$ cat src/rtl/mem_resp_queue_if.sv
// mem_resp_queue_if: bundles the memory-stage request side, the data-bus
// response side and the write-back handshake of mem_resp_queue.
//   slave  : the queue itself (takes requests/responses, drives results).
//   master : the surrounding pipeline / test environment.
// Signals:
//   req_*       request accepted by the bus this cycle, plus load decode info
//   data_ok     in-order bus response, rdata valid with it
//   flush       kill every entry (pipeline redirect)
//   out_*       completed head entry towards WB (valid/ready)
//   outstanding unanswered live entries plus responses still to be dropped
//   proto_err   sticky: data_ok seen while nothing was owed
interface mem_resp_queue_if #(
  parameter int DEPTH  = 4,
  parameter int DATA_W = 32,
  parameter int DEST_W = 5
);
  localparam int CW = $clog2(DEPTH) + 1;

  logic              req_valid;
  logic              req_ready;
  logic              req_is_load;
  logic [6:0]        req_load_type;
  logic [1:0]        req_offset;
  logic [DATA_W-1:0] req_rt_value;
  logic              req_gr_we;
  logic [DEST_W-1:0] req_dest;
  logic              data_ok;
  logic [DATA_W-1:0] rdata;
  logic              flush;
  logic              out_valid;
  logic              out_ready;
  logic [DATA_W-1:0] out_result;
  logic              out_gr_we;
  logic [DEST_W-1:0] out_dest;
  logic [CW-1:0]     outstanding;
  logic              proto_err;

  modport slave (
    input  req_valid, req_is_load, req_load_type, req_offset, req_rt_value,
           req_gr_we, req_dest, data_ok, rdata, flush, out_ready,
    output req_ready, out_valid, out_result, out_gr_we, out_dest,
           outstanding, proto_err
  );

  modport master (
    output req_valid, req_is_load, req_load_type, req_offset, req_rt_value,
           req_gr_we, req_dest, data_ok, rdata, flush, out_ready,
    input  req_ready, out_valid, out_result, out_gr_we, out_dest,
           outstanding, proto_err
  );
endinterface

$ cat src/rtl/mem_resp_queue.sv
// mem_resp_queue: in-order tracker for up to DEPTH outstanding data-bus
// requests of the memory stage. Each accepted request is recorded at tail,
// in-order data_ok responses fill entries from resp, and the completed head
// entry is handed to WB with its load value extracted/merged
// (lb/lbu/lh/lhu/lw/lwl/lwr). A flush empties the queue and converts every
// response still owed into a drop count so late bus data is swallowed.
// Ports:
//   clk, resetn  clock, asynchronous active-low reset
//   bus          mem_resp_queue_if.slave (request, response, WB handshake)

// One queue slot: holds the request info, the filled flag and the read data.
module mem_resp_queue_slot #(
  parameter int INFO_W = 8,
  parameter int DATA_W = 32
) (
  input  logic              clk,
  input  logic              resetn,
  input  logic              alloc_i,
  input  logic [INFO_W-1:0] info_i,
  input  logic              fill_i,
  input  logic [DATA_W-1:0] fill_data_i,
  input  logic              kill_i,
  output logic              vld_o,
  output logic              fil_o,
  output logic [INFO_W-1:0] info_o,
  output logic [DATA_W-1:0] rdata_o
);
  logic              vld_q, vld_d;
  logic              fil_q, fil_d;
  logic [INFO_W-1:0] info_q, info_d;
  logic [DATA_W-1:0] rdata_q, rdata_d;

  always_comb begin
    vld_d   = vld_q;
    fil_d   = fil_q;
    info_d  = info_q;
    rdata_d = rdata_q;
    if (alloc_i) begin
      vld_d   = 1'b1;
      fil_d   = 1'b0;
      info_d  = info_i;
      rdata_d = '0;
    end
    if (fill_i) begin
      fil_d   = 1'b1;
      rdata_d = fill_data_i;
    end
    // pop or flush wins over everything else
    if (kill_i) begin
      vld_d = 1'b0;
      fil_d = 1'b0;
    end
  end

  always_ff @(posedge clk or negedge resetn) begin
    if (!resetn) begin
      vld_q   <= 1'b0;
      fil_q   <= 1'b0;
      info_q  <= '0;
      rdata_q <= '0;
    end else begin
      vld_q   <= vld_d;
      fil_q   <= fil_d;
      info_q  <= info_d;
      rdata_q <= rdata_d;
    end
  end

  assign vld_o   = vld_q;
  assign fil_o   = fil_q;
  assign info_o  = info_q;
  assign rdata_o = rdata_q;
endmodule

module mem_resp_queue #(
  parameter int DEPTH  = 4,
  parameter int DATA_W = 32,
  parameter int DEST_W = 5
) (
  input  logic            clk,
  input  logic            resetn,
  mem_resp_queue_if.slave bus
);
  localparam int PW = $clog2(DEPTH);
  localparam int CW = PW + 1;

  // load_type is one-hot {lb,lbu,lh,lhu,lw,lwl,lwr}, bit 6 = lb
  typedef struct packed {
    logic              is_load;
    logic [6:0]        ltype;
    logic [1:0]        off;
    logic [DATA_W-1:0] rt;
    logic              gr_we;
    logic [DEST_W-1:0] dest;
  } req_t;

  localparam int INFO_W = $bits(req_t);

  logic [PW-1:0] head_q, head_d;
  logic [PW-1:0] tail_q, tail_d;
  logic [PW-1:0] resp_q, resp_d;
  logic [CW-1:0] live_q, live_d;
  logic [CW-1:0] unresp_q, unresp_d;
  logic [CW-1:0] drop_q, drop_d;
  logic          perr_q, perr_d;

  logic [DEPTH-1:0]             slot_vld;
  logic [DEPTH-1:0]             slot_fil;
  req_t [DEPTH-1:0]             slot_info;
  logic [DEPTH-1:0][DATA_W-1:0] slot_rdata;

  req_t              new_req;
  req_t              head_info;
  logic [DATA_W-1:0] head_rdata;
  logic [DATA_W-1:0] fill_data;
  logic [CW-1:0]     occ;
  logic [CW-1:0]     flush_drop;
  logic              req_ready, alloc, pop, out_valid;
  logic              dok_drop, dok_fill, dok_stray;

  assign new_req = '{bus.req_is_load, bus.req_load_type, bus.req_offset,
                     bus.req_rt_value, bus.req_gr_we, bus.req_dest};

  // Dropped responses still occupy capacity so a flushed burst cannot be
  // confused with fresh requests.
  assign occ       = live_q + drop_q;
  assign req_ready = occ < CW'(DEPTH);
  assign alloc     = bus.req_valid & req_ready;

  assign head_info  = slot_info[head_q];
  assign head_rdata = slot_rdata[head_q];
  assign out_valid  = slot_vld[head_q] & slot_fil[head_q];
  assign pop        = out_valid & bus.out_ready & ~bus.flush;

  // Owed flushed responses are consumed before any live entry is filled.
  assign dok_drop  = bus.data_ok & (drop_q != '0);
  assign dok_fill  = bus.data_ok & (drop_q == '0) & (unresp_q != '0);
  assign dok_stray = bus.data_ok & (drop_q == '0) & (unresp_q == '0);

  assign fill_data = slot_info[resp_q].is_load ? bus.rdata : '0;

  for (genvar g = 0; g < DEPTH; g++) begin : g_slot
    mem_resp_queue_slot #(.INFO_W(INFO_W), .DATA_W(DATA_W)) u_slot (
      .clk        (clk),
      .resetn     (resetn),
      .alloc_i    (alloc & ~bus.flush & (tail_q == PW'(g))),
      .info_i     (new_req),
      .fill_i     (dok_fill & ~bus.flush & (resp_q == PW'(g))),
      .fill_data_i(fill_data),
      .kill_i     (bus.flush | (pop & (head_q == PW'(g)))),
      .vld_o      (slot_vld[g]),
      .fil_o      (slot_fil[g]),
      .info_o     (slot_info[g]),
      .rdata_o    (slot_rdata[g])
    );
  end

  // Net drop count on flush: everything unanswered, plus a request accepted
  // in the flush cycle, minus a response arriving in that same cycle.
  always_comb begin
    flush_drop = drop_q + unresp_q + CW'(alloc);
    if (bus.data_ok && flush_drop != '0) flush_drop = flush_drop - CW'(1);
  end

  always_comb begin
    head_d   = head_q;
    tail_d   = tail_q;
    resp_d   = resp_q;
    live_d   = live_q;
    unresp_d = unresp_q;
    drop_d   = drop_q;
    perr_d   = perr_q;
    if (bus.flush) begin
      head_d   = tail_q;
      resp_d   = tail_q;
      live_d   = '0;
      unresp_d = '0;
      drop_d   = flush_drop;
      if (bus.data_ok && (drop_q + unresp_q + CW'(alloc)) == '0) perr_d = 1'b1;
    end else begin
      tail_d   = tail_q + PW'(alloc);
      head_d   = head_q + PW'(pop);
      resp_d   = resp_q + PW'(dok_fill);
      live_d   = live_q + CW'(alloc) - CW'(pop);
      unresp_d = unresp_q + CW'(alloc) - CW'(dok_fill);
      drop_d   = drop_q - CW'(dok_drop);
      if (dok_stray) perr_d = 1'b1;
    end
  end

  always_ff @(posedge clk or negedge resetn) begin
    if (!resetn) begin
      head_q   <= '0;
      tail_q   <= '0;
      resp_q   <= '0;
      live_q   <= '0;
      unresp_q <= '0;
      drop_q   <= '0;
      perr_q   <= 1'b0;
    end else begin
      head_q   <= head_d;
      tail_q   <= tail_d;
      resp_q   <= resp_d;
      live_q   <= live_d;
      unresp_q <= unresp_d;
      drop_q   <= drop_d;
      perr_q   <= perr_d;
    end
  end

  function automatic logic [DATA_W-1:0] extract(req_t e, logic [DATA_W-1:0] r);
    logic [7:0]        b;
    logic [15:0]       h;
    logic [DATA_W-1:0] t;
    logic [DATA_W-1:0] res;
    t = e.rt;
    case (e.off)
      2'd0:    b = r[7:0];
      2'd1:    b = r[15:8];
      2'd2:    b = r[23:16];
      default: b = r[31:24];
    endcase
    h   = e.off[1] ? r[31:16] : r[15:0];
    res = '0;
    if (e.is_load) begin
      if      (e.ltype[6]) res = {{24{b[7]}}, b};
      else if (e.ltype[5]) res = {24'b0, b};
      else if (e.ltype[4]) res = {{16{h[15]}}, h};
      else if (e.ltype[3]) res = {16'b0, h};
      else if (e.ltype[2]) res = r;
      else if (e.ltype[1]) begin
        case (e.off)
          2'd0:    res = {r[7:0],  t[23:0]};
          2'd1:    res = {r[15:0], t[15:0]};
          2'd2:    res = {r[23:0], t[7:0]};
          default: res = r;
        endcase
      end else if (e.ltype[0]) begin
        case (e.off)
          2'd0:    res = r;
          2'd1:    res = {t[31:24], r[31:8]};
          2'd2:    res = {t[31:16], r[31:16]};
          default: res = {t[31:8],  r[31:24]};
        endcase
      end
    end
    return res;
  endfunction

  assign bus.req_ready   = req_ready;
  assign bus.out_valid   = out_valid;
  assign bus.out_result  = out_valid ? extract(head_info, head_rdata) : '0;
  assign bus.out_gr_we   = out_valid & head_info.gr_we;
  assign bus.out_dest    = head_info.dest;
  assign bus.outstanding = unresp_q + drop_q;
  assign bus.proto_err   = perr_q;
endmodule

$ cat src/flat_wrapper.sv
// flat-port wrapper written by rule: the top's interface ports become plain ports
module mem_resp_queue_flat 
#(
  parameter int DEPTH  = 4,
  parameter int DATA_W = 32,
  parameter int DEST_W = 5
)
  (clk, resetn, bus_req_valid, bus_req_is_load, bus_req_load_type, bus_req_offset, bus_req_rt_value, bus_req_gr_we, bus_req_dest, bus_data_ok, bus_rdata, bus_flush, bus_out_ready, bus_req_ready, bus_out_valid, bus_out_result, bus_out_gr_we, bus_out_dest, bus_outstanding, bus_proto_err);
  mem_resp_queue_if #(.DEPTH(DEPTH), .DATA_W(DATA_W), .DEST_W(DEST_W)) bus_i ();
  input  logic clk;
  input  logic resetn;
  input wire logic [$bits(bus_i.req_valid)-1:0] bus_req_valid;
  input wire logic [$bits(bus_i.req_is_load)-1:0] bus_req_is_load;
  input wire logic [$bits(bus_i.req_load_type)-1:0] bus_req_load_type;
  input wire logic [$bits(bus_i.req_offset)-1:0] bus_req_offset;
  input wire logic [$bits(bus_i.req_rt_value)-1:0] bus_req_rt_value;
  input wire logic [$bits(bus_i.req_gr_we)-1:0] bus_req_gr_we;
  input wire logic [$bits(bus_i.req_dest)-1:0] bus_req_dest;
  input wire logic [$bits(bus_i.data_ok)-1:0] bus_data_ok;
  input wire logic [$bits(bus_i.rdata)-1:0] bus_rdata;
  input wire logic [$bits(bus_i.flush)-1:0] bus_flush;
  input wire logic [$bits(bus_i.out_ready)-1:0] bus_out_ready;
  output wire logic [$bits(bus_i.req_ready)-1:0] bus_req_ready;
  output wire logic [$bits(bus_i.out_valid)-1:0] bus_out_valid;
  output wire logic [$bits(bus_i.out_result)-1:0] bus_out_result;
  output wire logic [$bits(bus_i.out_gr_we)-1:0] bus_out_gr_we;
  output wire logic [$bits(bus_i.out_dest)-1:0] bus_out_dest;
  output wire logic [$bits(bus_i.outstanding)-1:0] bus_outstanding;
  output wire logic [$bits(bus_i.proto_err)-1:0] bus_proto_err;
  assign bus_i.req_valid = bus_req_valid;
  assign bus_i.req_is_load = bus_req_is_load;
  assign bus_i.req_load_type = bus_req_load_type;
  assign bus_i.req_offset = bus_req_offset;
  assign bus_i.req_rt_value = bus_req_rt_value;
  assign bus_i.req_gr_we = bus_req_gr_we;
  assign bus_i.req_dest = bus_req_dest;
  assign bus_i.data_ok = bus_data_ok;
  assign bus_i.rdata = bus_rdata;
  assign bus_i.flush = bus_flush;
  assign bus_i.out_ready = bus_out_ready;
  assign bus_req_ready = bus_i.req_ready;
  assign bus_out_valid = bus_i.out_valid;
  assign bus_out_result = bus_i.out_result;
  assign bus_out_gr_we = bus_i.out_gr_we;
  assign bus_out_dest = bus_i.out_dest;
  assign bus_outstanding = bus_i.outstanding;
  assign bus_proto_err = bus_i.proto_err;
  mem_resp_queue #(.DEPTH(DEPTH), .DATA_W(DATA_W), .DEST_W(DEST_W)) u_core (.clk(clk), .resetn(resetn), .bus(bus_i));
endmodule
$ cat config.mk
export PLATFORM = sky130hd
export DESIGN_NAME = mem_resp_queue_flat
export DESIGN_NICKNAME = d
export VERILOG_FILES = /design/src/rtl/mem_resp_queue_if.sv /design/src/rtl/mem_resp_queue.sv /design/src/flat_wrapper.sv
export SDC_FILE = /design/constraint.sdc
export NUM_CORES = 1
export LEC_CHECK = 0
export BUFFER_PORTS_ARGS = -buffer_cell sky130_fd_sc_hd__buf_2
export CORE_MARGIN = 3
export CORE_UTILIZATION = 33
export DETAILED_ROUTE_END_ITERATION = 12
export PLACE_DENSITY = 0.55
export SYNTH_ARGS = -nofsm -noshare
export SYNTH_HDL_FRONTEND = slang
export SYNTH_SLANG_ARGS = --single-unit
$ cat constraint.sdc
create_clock -name clk -period 2.9 [get_ports clk]
set_input_delay 0.725 -clock clk [delete_from_list [all_inputs] [get_ports clk]]
set_output_delay 0.725 -clock clk [all_outputs]
set_load 0.03 [all_outputs]
; Word level (Yosys, flattened, before mapping)
; Cells that the tools add are included.
; Widths: inputs -> output; s select.
[totals]
regBits = 344
input_bits = 86
out_inout_bits = 44
elab_cells = 165
[op_classes]
addsub = 12
order_cmp = 3
eq_ne = 12
mux = 61
bitwise = 28
n_reduce_logical = 26
[op_table]
columns = operator, n
row1 = $mux 32, 19
row2 = $bmux 48 s2, 2
row3 = $pmux 32 s3, 2
row4 = $mux 48, 2
row5 = $bmux 32 s2, 1
row6 = $mux 1, 25
row7 = $pmux 8 s3, 1
row8 = $and 1x1->1, 23
row9 = $reduce_bool 3->1, 7
row10 = $reduce_bool 2->1, 9
row11 = $mux 16, 1
row12 = $eq 2x2->1 const B, 7
row13 = $mux 3, 4
row14 = $add 3x1->3, 3
row15 = $logic_not 3->1, 3
row16 = $sub 3x1->3, 3
row17 = $eq 2x1->1 const B, 4
row18 = $logic_not 2->1, 4
row19 = $add 2x1->2, 3
row20 = $add 3x3->3, 2
row21 = $lt 2x3->1 const B, 2
row22 = $bmux 1 s2, 2
row23 = $mux 2, 2
row24 = $or 1x1->1, 4
row25 = other kinds (6), 7

; Logic depth before layout (Yosys ltp)
; Gate-level depths: netlist of the first run.
[depth]
depth_word = 13
mapped_depth = 13

; Hierarchy
; From an unflattened synthesis of the first run, not the netlist that was laid out.
[hier_totals]
hier_cells = 1336
hier_area_um2 = 18605.3
[modules_own_cells]
columns = module, n_inst, cells_per_inst, area_each_um2
row1 = mem_resp_queue_slot, 4, 181, 3266.9
row2 = mem_resp_queue, 1, 612, 5537.8

; Worst setup path before layout of the first run
; OpenSTA, ideal clock, no wires.
[synth_timing]
path_kind = flip-flop to output port
start = reg u_core.head_q[0]
end = out bus_out_result[14]
arrival_ns = 2.761
path_slack_ns = -0.586
stages_incl_launch_ff = 10
path_cell_list = dfrtp_1 buf_6 mux4_2 buf_4 buf_6 mux2i_1 mux2_2 o22ai_1 nor2_1 o31ai_1
[synth_between]
elab_chain_cells = 13
elab_cells_between_ends = 25
[synth_rtl]
columns = element, line_no
row1 = "start, declared", mem_resp_queue.sv:99  ; logic [PW-1:0] head_q, head_d;
row2 = "start signal, assigned", mem_resp_queue.sv:193  ; head_q <= '0;
row3 = "start signal, assigned", mem_resp_queue.sv:201  ; head_q <= head_d;
row4 = $bmux 48 s2, mem_resp_queue.sv:130  ; assign head_info = slot_info[head_q];
row5 = $mux 48 (not written as such), mem_resp_queue.sv:130
row6 = $eq 2x2->1 (tied with other cells), "mem_resp_queue.sv:217, mem_resp_queue.sv:232, mem_resp_queue.sv:239"
row7 = $pmux 32 s3, mem_resp_queue.sv:239  ; case (e.off)
row8 = $mux 32, mem_resp_queue.sv:238  ; end else if (e.ltype[0]) begin
row9 = $mux 32, mem_resp_queue.sv:231  ; else if (e.ltype[1]) begin
row10 = $mux 32, mem_resp_queue.sv:230  ; else if (e.ltype[2]) res = r;
row11 = $mux 32, mem_resp_queue.sv:229  ; else if (e.ltype[3]) res = {16'b0, h};
row12 = $mux 32, mem_resp_queue.sv:228  ; else if (e.ltype[4]) res = {{16{h[15]}}, h};
row13 = $mux 32, mem_resp_queue.sv:227  ; else if (e.ltype[5]) res = {24'b0, b};
row14 = $mux 32, mem_resp_queue.sv:226  ; if (e.ltype[6]) res = {{24{b[7]}}, b};
row15 = $mux 32, mem_resp_queue.sv:225  ; if (e.is_load) begin
row16 = $mux 32 *, mem_resp_queue.sv:252  ; assign bus.out_result = out_valid ? extract(head_info, head_rdata) : '0;
row17 = "end, declared", flat_wrapper.sv:25  ; output wire logic [$bits(bus_i.out_result)-1:0] bus_out_result;
; Every way passes the cells marked *; elsewhere a longest branch is shown, timed or not. The select of a mux whose other input is x is not followed.

; Worst setup path after layout of the first run
[layout_timing]
start = reg u_core.head_q[0]
end = out bus_out_result[30]
; Same word-level chain as after synthesis.

==> results of run 1 <==
[logic make-up (layout without fill, tap and decap cells)]
group	after synthesis	in the layout	share of synthesized area, %
adders and majority gates	18	18	1.39
muxes	299	299	24.1
other	0	1	0
buffers and inverters	145	432	4.21
DFF	344	344	48.4
and+or+nand+nor	454	454	10.9
xor gates and xnor gates	14	14	0.689
AOI/OAI and AO/OA	295	295	10.4
[how the worst max path moves through the flow]
| stage | from | end | slack, ns | depth (start not counted) |
|---|---|---|---|---|
| final | u_core.head_q[0] | bus_out_result[30] | -1.01 | 9 |
| after global routing | u_core.head_q[0] | bus_out_result[27] | -1.12 | 9 |
| after CTS | u_core.head_q[0] | bus_out_result[2] | -0.99 | 9 |
| after detailed placement | u_core.head_q[0] | bus_out_result[1] | -0.49 | 10 |
| after global placement | u_core.head_q[0] | bus_out_result[21] | -0.50 | 8 |
| after floorplan | u_core.head_q[0] | bus_out_result[21] | -0.29 | 9 |
[where the power goes]
part	internal [uW]	switching (uW)
combinational	6990	7770
sequential	6460	963
clock	3340	2030
total	16800	10800
[worst reg2reg max path, stage by stage (launching register included)]
cell                      delay, ns
sky130_fd_sc_hd__dfrtp_4       0.52
sky130_fd_sc_hd__buf_4         0.15
sky130_fd_sc_hd__buf_6         0.10
sky130_fd_sc_hd__mux4_2        0.50
sky130_fd_sc_hd__buf_4         0.15
sky130_fd_sc_hd__buf_6         0.13
sky130_fd_sc_hd__nor3b_2       0.16
sky130_fd_sc_hd__buf_4         0.13
sky130_fd_sc_hd__ha_1          0.11
sky130_fd_sc_hd__inv_1         0.04
sky130_fd_sc_hd__ha_2          0.18
sky130_fd_sc_hd__fa_2          0.35
sky130_fd_sc_hd__xnor2_2       0.14
sky130_fd_sc_hd__xnor2_1       0.14
sky130_fd_sc_hd__nor2_1        0.05
[cells in the final DEF (no fill, tap or decap), types with 6 or more instances in the layout]
cell / instances
sky130_fd_sc_hd__nor2b_1: 11
sky130_fd_sc_hd__o22ai_1: 72
sky130_fd_sc_hd__mux2_1: 62
sky130_fd_sc_hd__o21ai_0: 93
sky130_fd_sc_hd__nand2_1: 291
sky130_fd_sc_hd__clkbuf_16: 45
sky130_fd_sc_hd__mux2i_2: 10
sky130_fd_sc_hd__and3_4: 7
sky130_fd_sc_hd__buf_12: 35
sky130_fd_sc_hd__o31ai_4: 7
sky130_fd_sc_hd__nand3_1: 67
sky130_fd_sc_hd__a211oi_2: 10
sky130_fd_sc_hd__mux2_2: 88
sky130_fd_sc_hd__buf_4: 150
sky130_fd_sc_hd__a31oi_4: 15
sky130_fd_sc_hd__xnor2_1: 8
sky130_fd_sc_hd__nor2_2: 12
sky130_fd_sc_hd__inv_1: 20
sky130_fd_sc_hd__a22oi_1: 6
sky130_fd_sc_hd__nor2_1: 24
sky130_fd_sc_hd__buf_2: 94
sky130_fd_sc_hd__bufinv_16: 6
sky130_fd_sc_hd__mux4_2: 85
sky130_fd_sc_hd__dfrtp_1: 341
sky130_fd_sc_hd__ha_1: 13
sky130_fd_sc_hd__buf_6: 52
sky130_fd_sc_hd__o211ai_1: 16
sky130_fd_sc_hd__mux2i_1: 44
sky130_fd_sc_hd__clkbuf_8: 8
sky130_fd_sc_hd__o22ai_2: 6
sky130_fd_sc_hd__mux2_4: 8
sky130_fd_sc_hd__o21ai_1: 15
sky130_fd_sc_hd__clkbuf_1: 7
[through the flow]
stage                     hold WS, ns  TNS (ns)  setup WS (ns)  cells  cell area (um^2)
after floorplan                 0.429     -5.70         -0.293   1569             18200
after global placement          0.447    -12.89         -0.501   2443             20800
after detailed placement        0.452    -13.63         -0.489   2443             20800
after CTS                       0.247    -31.25         -0.991   2532             23000
after global routing            0.262    -36.39          -1.12   2545             23400
final                           0.223    -31.89          -1.01   2545             23400
[routing by layer]
metal	routed length [um]	GRT usage, %	vias up
met5	69	0	-
met4	1620	5.63	10
met3	3220	3.83	90
met2	27000	32.3	378
met1	25000	27.5	7099
li1	-	-	6242
[repair_timing]
item | 4_1_cts | 5_1_grt
cloned | 4 | 4
pin swaps | 26 | 27
endpoints found under the setup margin | 42 | 45
setup buffers | 16 | 8
gates resized for setup | 141 | 58
[state kept, by name (all words and copies together) (netlist names)]
| register | count |
|---|---|
| u_core.g_slot.u_slot.info_o | 192 |
| u_core.g_slot.u_slot.rdata_o | 128 |
| u_core.g_slot.u_slot.fil_o | 4 |
| u_core.g_slot.u_slot.vld_o | 4 |
| u_core.drop_q | 3 |
| u_core.live_q | 3 |
| u_core.unresp_q | 3 |
| u_core.head_q | 2 |
| u_core.resp_q | 2 |
| u_core.tail_q | 2 |
| u_core.bus.proto_err | 1 |
[area by class of cell]
type	instances	area, um^2
antenna	1	2.50
clock buffer	56	1160
clock inverter	15	241
fill	4968	29500
inverter	20	75.1
multi-input combinational	1080	9330
sequential	344	8620
tap	688	861
timing repair buffer	341	3140
==> results.yml, run 1 <==
power:
  peak_vdd_ir_mv: 0.497
  power_density_mw_per_mm2: 1180
  design_power_total_uw: 27500
  total_leakage_power_uw: 0.0102
sta:
  maximum_achievable_frequency_ghz: 0.256
  finalWorstSetupSlack_ns: -1.01
  fin_skew_ns: 0.0122
  period_share_pct: 135
  worst_slew_margin_pct: 46.0
  final_period_minus_worst_setup_slack_ns: 3.91
  report.final.slew_viol_count: 0
  worst_slew_pin_slew_ns: 0.810
  finalSetupViolCount: 41
  report.final.hold_viol_count: 0
  grt_setup_unrepaired: "yes"
final_layout:
  post_route_cells_drive_above_1_share_pct: 38.5
  num-nets-final: 1932
  area_growth_syn_to_layout_pct: 31.7
  finish.utilization_pct: 44.2
drt:
  drt-total-wl_mm: 56.9
  drc_errors: 0
  drt-initial-drc-count: 1134
  drt_pass1_iterations: 5
  wl_per_cell_um: 22.4
  drt-vias-per-instance: 5.43
  dr_total_vias: 13819
  antenna_left: 0
cts:
  clk_path_buf_depth: 3
  cts_inserted_buffers: 41
  clock_sink_count: 344
  cts.reportedPaths.clkPinSlew_ns: 0.06
  cts.htree.levels: 2
  cts_tree: "built"
  worst_skew_pair.late_latency_ns: 0.55
  holdBufCountCts: 0
  clock-root-buffer: "sky130_fd_sc_hd__clkbuf_16"
synthesis:
  synth_commonest_cells: "sky130_fd_sc_hd__dfrtp_1 (344), sky130_fd_sc_hd__nand2_1 (296), sky130_fd_sc_hd__o21ai_0 (102)"
  synth.net_count: 1673
  postSynth.asyncResetShare_pct: 100
  synth_largest_type_area_fraction_pct: 48.4
  post_synth_inst_count: 1569
  synth-edff-count: 0
  most_common_cell_in_the_netlist: "sky130_fd_sc_hd__dfrtp_1"
  yosys_warnings: 0
  yosysSeqAreaShare_pct: 48.4
  yosys.cell_types.count: 62
  ys.flop_type: "sky130_fd_sc_hd__dfrtp_1"
  netlist_top_cells_area: "sky130_fd_sc_hd__dfrtp_1 (48%), sky130_fd_sc_hd__mux4_2 (11%), sky130_fd_sc_hd__nand2_1 (6.2%)"
  postSynthAreaPerCell_um2: 11.3
  cell_area_after_technology_mapping_mm2: 0.0178
  yosysTopAreaCell: "sky130_fd_sc_hd__dfrtp_1"
  synth.ff_latch_count: 344
run_status:
  failed_checks: "setup timing"
  run_status: "complete, but fails checks"
floorplanning:
  die_width_um: 238
  die_area_mm2: 0.0567
  dieHeight_um: 238
  number_of_placement_rows: 84
  initial_utilization_pct: 33.6
  io-pin-count: 130
  core_area_mm2: 0.0530
global_route:
  grt_start_max_net_pins: 91
  vias_in_the_first_global_route: 14295
  grt_residual_overflow: 0
  grt_pass1_wl_mm: 87.6
  grt_use_total_pct: 19.9
  antenna_violations_before_repair: 6
setup_path:
  crit_path_top_delay_cell: "sky130_fd_sc_hd__mux4_2"
  worst_reg2reg_path_depth: 14
  timing.setup.critical_path_class: "reg -> out"
  worstPathBufferInverterCount: 3
  critPathLaunchType: "register"
  worstPathRequired_ns: 2.17
  arrival_ns: 3.18
  critical_path.reg2reg.endpoint: "u_core.live_q[2]"
  crit_family: "multiplexers"
  ff2ff_setup_slack_ns: -0.09
  cp_slowest_stage_delay_ns: 0.56
  critical_path.max_fanout: 9
  critical_path.most_common_cell: "sky130_fd_sc_hd__buf_12"
  crit-reg2reg-launch: "u_core.head_q[0]"
  worstPathCellList: "mux4_2, buf_12, mux2_4, mux2i_4, or3_4, nor2b_4, buf_12, a31oi_4, buf_6"
  endpoint_kind: "output pin"
flow_run:
  maxCapViolations: 0
placed_design:
  gp_routability_congestion: 0.868
  io_buffers: 129
  dp.final_hpwl_mm: 38.6
min_path:
  path_class_of_the_lowest_slack_min_delay_path: "in -> async"
No activity file was read; power rests on OpenSTA's default activity.
==> inputs of run 2 (changes only) <==
--- a/config.mk
+++ b/config.mk
@@ -9,7 +9,7 @@
 export CORE_MARGIN = 3
 export CORE_UTILIZATION = 33
 export DETAILED_ROUTE_END_ITERATION = 12
-export PLACE_DENSITY = 0.55
+export PLACE_DENSITY = 0.57
 export SYNTH_ARGS = -nofsm -noshare
 export SYNTH_HDL_FRONTEND = slang
 export SYNTH_SLANG_ARGS = --single-unit
==> results.yml, run 2 (synthesis results as in run 1) <==
sta:
  report.final.slew_viol_count: 0
  worst_slew_pin_slew_ns: 0.768
  maximum_achievable_frequency_ghz: 0.254
  grt_setup_unrepaired: "yes"
  finalSetupViolCount: 36
  period_share_pct: 135
  final_period_minus_worst_setup_slack_ns: 3.93
  finalWorstSetupSlack_ns: -1.03
  worst_slew_margin_pct: 48.8
  fin_skew_ns: 0.0137
  report.final.hold_viol_count: 0
final_layout:
  area_growth_syn_to_layout_pct: 30.3
  most_common_cell_after_layout_fill_and_taps_aside: "sky130_fd_sc_hd__dfrtp_1"
  finish.utilization_pct: 43.8
  final_cells: 2548
  num-nets-final: 1930
  final_cell_mix: "sky130_fd_sc_hd__dfrtp_1 (342), sky130_fd_sc_hd__nand2_1 (293), sky130_fd_sc_hd__buf_4 (158), sky130_fd_sc_hd__o21ai_0 (98), sky130_fd_sc_hd__buf_2 (94)"
  post_route_cells_drive_above_1_share_pct: 37.4
  largest_register_ffs: 192
  post-route-cell-area_mm2: 0.0232
setup_path:
  worstPathRequired_ns: 2.17
  endpoint_kind: "output pin"
  critPathLaunchType: "register"
  arrival_ns: 3.20
  timing.setup.critical_path_class: "reg -> out"
  critical_path.max_fanout: 7
power:
  total_leakage_power_uw: 0.0101
  share_comb_of_total_power_pct: 53.2
  p_switching_uw: 10500
  peak_vdd_ir_mv: 0.544
  power.share.switching_pct: 39.3
  clkPwrFrac_pct: 19.1
  cell_internal_power_uw: 16200
  power.share.sequential_pct: 27.7
  power_density_mw_per_mm2: 1150
drt:
  drt-vias-per-instance: 5.41
  wl_per_cell_um: 22.1
  drt-total-wl_mm: 56.2
  drt_pass1_iterations: 5
  drc_errors: 0
  antenna_left: 0
  drt-initial-drc-count: 1119
  dr_total_vias: 13783
run_status:
  failed_checks: "setup timing"
  run_status: "complete, but fails checks"
floorplanning:
  dieHeight_um: 238
  core_area_mm2: 0.0530
  io-pin-count: 130
  number_of_placement_rows: 84
  die_area_mm2: 0.0567
  die_width_um: 238
  initial_utilization_pct: 33.6
placed_design:
  dp.final_hpwl_mm: 38.3
  post_dp_cell_area_mm2: 0.0208
  gp_routability_congestion: 0.904
  io_buffers: 129
  numPlacedInstances: 2445
cts:
  worst_skew_pair.late_latency_ns: 0.57
  cts_inserted_buffers: 40
  clk_path_buf_depth: 3
  cts_tree: "built"
  cts.htree.levels: 2
  clock-root-buffer: "sky130_fd_sc_hd__clkbuf_16"
  cts.reportedPaths.clkPinSlew_ns: 0.06
  clock_sink_count: 344
flow_run:
  maxCapViolations: 0
min_path:
  path_class_of_the_lowest_slack_min_delay_path: "in -> async"
global_route:
  vias_in_the_first_global_route: 14055
  grt_pass1_wl_mm: 86.5
  grt_use_total_pct: 19.8
  grt_start_max_net_pins: 77
  grt_residual_overflow: 0
  antenna_violations_before_repair: 8
==> run 2: power by group through the flow <==
| stage | Clock (uW) | Sequential (uW) | Combinational [uW] |
|---|---|---|---|
| final | 5090 | 7370 | 14200 |
| after global routing | 5400 | 7570 | 15200 |
| after CTS | 5200 | 7370 | 13800 |
| after detailed placement | 0 | 7450 | 12600 |
| after global placement | 0 | 7340 | 12400 |
| after floorplan | 0 | 7110 | 8360 |
==> run 2: what timing repair did <==
item,CTS,global route
hold buffers,0,0
setup buffers,14,10
endpoints found under the setup margin,43,45
pin swaps,27,22
resized for setup,142,23
gates cloned,6,1
==> run 2: layer usage <==
layer  up-vias  GRT usage, %  wire (um)
li1       6226             -          -
met1      7022          27.2      24600
met2       428          31.6      26500
met3        97          4.40       3580
met4        10          5.52       1420
met5         -             0         72
==> run 2: worst max-delay path, stage by stage (launching register included) <==
cell and delay (ns):
sky130_fd_sc_hd__dfrtp_4 0.51, sky130_fd_sc_hd__buf_4 0.15, sky130_fd_sc_hd__mux4_2 0.44, sky130_fd_sc_hd__buf_12 0.17, sky130_fd_sc_hd__mux2_4 0.23, sky130_fd_sc_hd__mux2i_4 0.08, sky130_fd_sc_hd__buf_4 0.16, sky130_fd_sc_hd__a211o_4 0.43
sky130_fd_sc_hd__o31ai_4 0.28, sky130_fd_sc_hd__buf_6 0.18
==> run 2: layout make-up <==
class | count | area [um^2]
Fill cell | 4997 | 29800
Multi-Input combinational cell | 1080 | 9170
Timing Repair Buffer | 340 | 3100
Clock buffer | 62 | 1250
Antenna cell | 4 | 10.0
Inverter | 20 | 75.1
Tap cell | 688 | 861
Sequential cell | 344 | 8620
Clock inverter | 10 | 95.1
==> run 2: through the flow <==
stage / TNS [ns] / setup WS [ns] / hold WS (ns) / power, uW
final: -31.39 / -1.03 / 0.148 / 26600
after CTS: -31.91 / -1.05 / 0.167 / 26400
after global placement: -13.07 / -0.501 / 0.453 / 19800
after detailed placement: -13.97 / -0.537 / 0.461 / 20000
after global routing: -34.25 / -1.12 / 0.186 / 28100
after floorplan: -5.70 / -0.293 / 0.429 / 15500
==> run 2: final timing paths <==
| kind | depth (start not counted) | from | slack (ns) | to |
|---|---|---|---|---|
| setup / recovery | 9 | u_core.head_q[0] | -1.03 | bus_out_result[14] |
| hold / removal | 1 | resetn | 0.15 | u_core.bus.proto_err |
| max in group asynchronous | 2 | resetn | 1.91 | u_core.head_q[0] |
| hold reg to reg | 2 | u_core.g_slot[3].u_slot.info_o[6] | 0.47 | u_core.g_slot[3].u_slot.info_o[6] |
| min in group clk | 3 | bus_req_load_type[1] | 0.40 | u_core.g_slot[3].u_slot.info_o[41] |
| setup reg to reg | 13 | u_core.head_q[0] | -0.02 | u_core.live_q[2] |
==> inputs of run 3 (changes only) <==
--- a/config.mk
+++ b/config.mk
@@ -5,11 +5,11 @@
 export SDC_FILE = /design/constraint.sdc
 export NUM_CORES = 1
 export LEC_CHECK = 0
-export BUFFER_PORTS_ARGS = -buffer_cell sky130_fd_sc_hd__buf_2
 export CORE_MARGIN = 3
 export CORE_UTILIZATION = 33
 export DETAILED_ROUTE_END_ITERATION = 12
-export PLACE_DENSITY = 0.57
+export DONT_BUFFER_PORTS = 1
+export PLACE_DENSITY = 0.54
 export SYNTH_ARGS = -nofsm -noshare
 export SYNTH_HDL_FRONTEND = slang
 export SYNTH_SLANG_ARGS = --single-unit
==> results.yml, run 3 (synthesis results as in run 1) <==
placed_design:
  io_buffers: 0
  place_worst_setup_slack_ns: -0.561
  numPlacedInstances: 2338
  dp.final_hpwl_mm: 38.2
  gp_routability_congestion: 0.872
setup_path:
  worstPathRequired_ns: 2.17
  endpoint_kind: "output pin"
  critical_path.max_fanout: 15
  arrival_ns: 3.13
  critPathLaunchType: "register"
  timing.setup.critical_path_class: "reg -> out"
final_layout:
  area_growth_syn_to_layout_pct: 28.9
  post_route_cells_drive_above_1_share_pct: 35.2
  most_common_cell_after_layout_fill_and_taps_aside: "sky130_fd_sc_hd__dfrtp_1"
  largest_register_ffs: 192
  num-nets-final: 1833
  final_cells: 2447
  final_cell_mix: "sky130_fd_sc_hd__dfrtp_1 (342), sky130_fd_sc_hd__nand2_1 (290), sky130_fd_sc_hd__buf_4 (158), sky130_fd_sc_hd__o21ai_0 (93), sky130_fd_sc_hd__mux2_2 (90)"
global_route:
  vias_in_the_first_global_route: 13564
  grt_use_total_pct: 19.6
  grt_residual_overflow: 0
  grt_start_max_net_pins: 345
  grt_pass1_wl_mm: 85.3
  antenna_violations_before_repair: 4
sta:
  report.final.slew_viol_count: 0
  setup_tns_ns: -28.56
  fin_skew_ns: 0.0155
  report.final.hold_viol_count: 162
  worst_slew_pin_slew_ns: 0.922
  final_period_minus_worst_setup_slack_ns: 3.86
  hold_ws_ns: -0.124
  period_share_pct: 133
  worst_slew_margin_pct: 38.5
  finalWorstSetupSlack_ns: -0.957
  grt_setup_unrepaired: "yes"
  finalSetupViolCount: 33
  maximum_achievable_frequency_ghz: 0.259
run_status:
  failed_checks: "hold timing, setup timing"
  run_status: "complete, but fails checks"
cts:
  clk_path_buf_depth: 3
  cts.reportedPaths.clkPinSlew_ns: 0.06
  clock_sink_count: 344
  cts.htree.levels: 2
  clock-root-buffer: "sky130_fd_sc_hd__clkbuf_16"
  cts_tree: "built"
  worst_skew_pair.late_latency_ns: 0.56
  cts_inserted_buffers: 40
floorplanning:
  io-pin-count: 130
  core_area_mm2: 0.0530
  number_of_placement_rows: 84
  initial_utilization_pct: 33.6
  die_area_mm2: 0.0567
  die_width_um: 238
  dieHeight_um: 238
drt:
  drt_pass1_iterations: 5
  antenna_left: 0
  wl_per_cell_um: 23.0
  drt-initial-drc-count: 986
  dr_total_vias: 13281
  drc_errors: 0
  drt-total-wl_mm: 56.2
  drt-vias-per-instance: 5.43
min_path:
  path_class_of_the_lowest_slack_min_delay_path: "in -> async"
power:
  power_density_mw_per_mm2: 1200
  design_power_total_uw: 27600
  peak_vdd_ir_mv: 0.531
  total_leakage_power_uw: 0.00970
flow_run:
  maxCapViolations: 0
-- run 3: cell types whose count changed in the layout (fill, tap and decap cells not counted), moves of 4 or more --
cell	previous run	this run
sky130_fd_sc_hd__buf_2	94	0
sky130_fd_sc_hd__buf_12	38	53
sky130_fd_sc_hd__buf_6	38	25
sky130_fd_sc_hd__mux2i_1	45	35
sky130_fd_sc_hd__mux2i_2	6	14
sky130_fd_sc_hd__clkbuf_8	12	5
sky130_fd_sc_hd__o22ai_1	77	70
sky130_fd_sc_hd__o22ai_2	1	7
sky130_fd_sc_hd__buf_8	6	1
sky130_fd_sc_hd__o21ai_0	98	93
sky130_fd_sc_hd__clkbuf_1	8	12
-- run 3: routing by layer --
layer | GRT usage (%) | part of all wire, % | vias up
met4 | 5.28 | 2.4 | 2
met3 | 4.61 | 5.7 | 72
li1 | - | - | 6049
met1 | 26.6 | 44 | 6831
met5 | 0 | 0.036 | -
met2 | 31.6 | 48 | 327
-- run 3: final timing paths --
check | from | end | slack [ns] | depth (start not counted)
worst max-delay path | u_core.head_q[0] | bus_out_result[24] | -0.96 | 7
worst min-delay path | resetn | u_core.drop_q[2] | -0.12 | 0
worst max register to register | u_core.head_q[0] | u_core.live_q[2] | 0.07 | 12
worst min register to register | u_core.g_slot[3].u_slot.info_o[4] | u_core.g_slot[3].u_slot.info_o[4] | 0.47 | 2
max in group asynchronous | resetn | u_core.g_slot[2].u_slot.info_o[6] | 2.25 | 0
min in group clk | bus_flush | u_core.live_q[1] | 0.26 | 1
-- run 3: final cells by class --
| cell class | count | area, um^2 |
|---|---|---|
| diodes | 1 | 2.50 |
| clock buffers | 58 | 1140 |
| clock inverters | 13 | 176 |
| fillers | 4922 | 30100 |
| inverters | 20 | 78.8 |
| multi-input cells | 1080 | 9360 |
| flip-flops and latches | 344 | 8620 |
| well taps | 688 | 861 |
| repair buffers | 243 | 2690 |
-- run 3: where the power goes --
part           internal [uW]  switching, uW  leakage (uW)
logic                   7270           7800       0.00460
registers               6460            981       0.00446
clock network           3090           2020      0.000636
-- run 3: repair_timing --
| action | in CTS | in global routing |
|---|---|---|
| gates cloned | 3 | 3 |
| hold endpoints to repair | 344 | 344 |
| setup endpoints to repair | 37 | 40 |
| pin swaps | 14 | 42 |
| buffers inserted | 9 | 24 |
| gates resized for setup | 44 | 109 |
-- run 3: critical path: stages, from the launching register on --
cell                       delay [ns]
sky130_fd_sc_hd__dfrtp_4         0.50
sky130_fd_sc_hd__mux4_2          0.65
sky130_fd_sc_hd__buf_12          0.19
sky130_fd_sc_hd__buf_16          0.16
sky130_fd_sc_hd__mux2i_4         0.20
sky130_fd_sc_hd__mux2i_2         0.23
sky130_fd_sc_hd__o211ai_1        0.27
sky130_fd_sc_hd__a31oi_4         0.36
-- run 3: stage by stage --
stage	area, um^2	utilization [%]
after floorplan	18200	-
after global placement	20500	38.7
after detailed placement	20500	38.7
after CTS	22200	41.9
after global routing	22900	43.3
final	22900	43.3
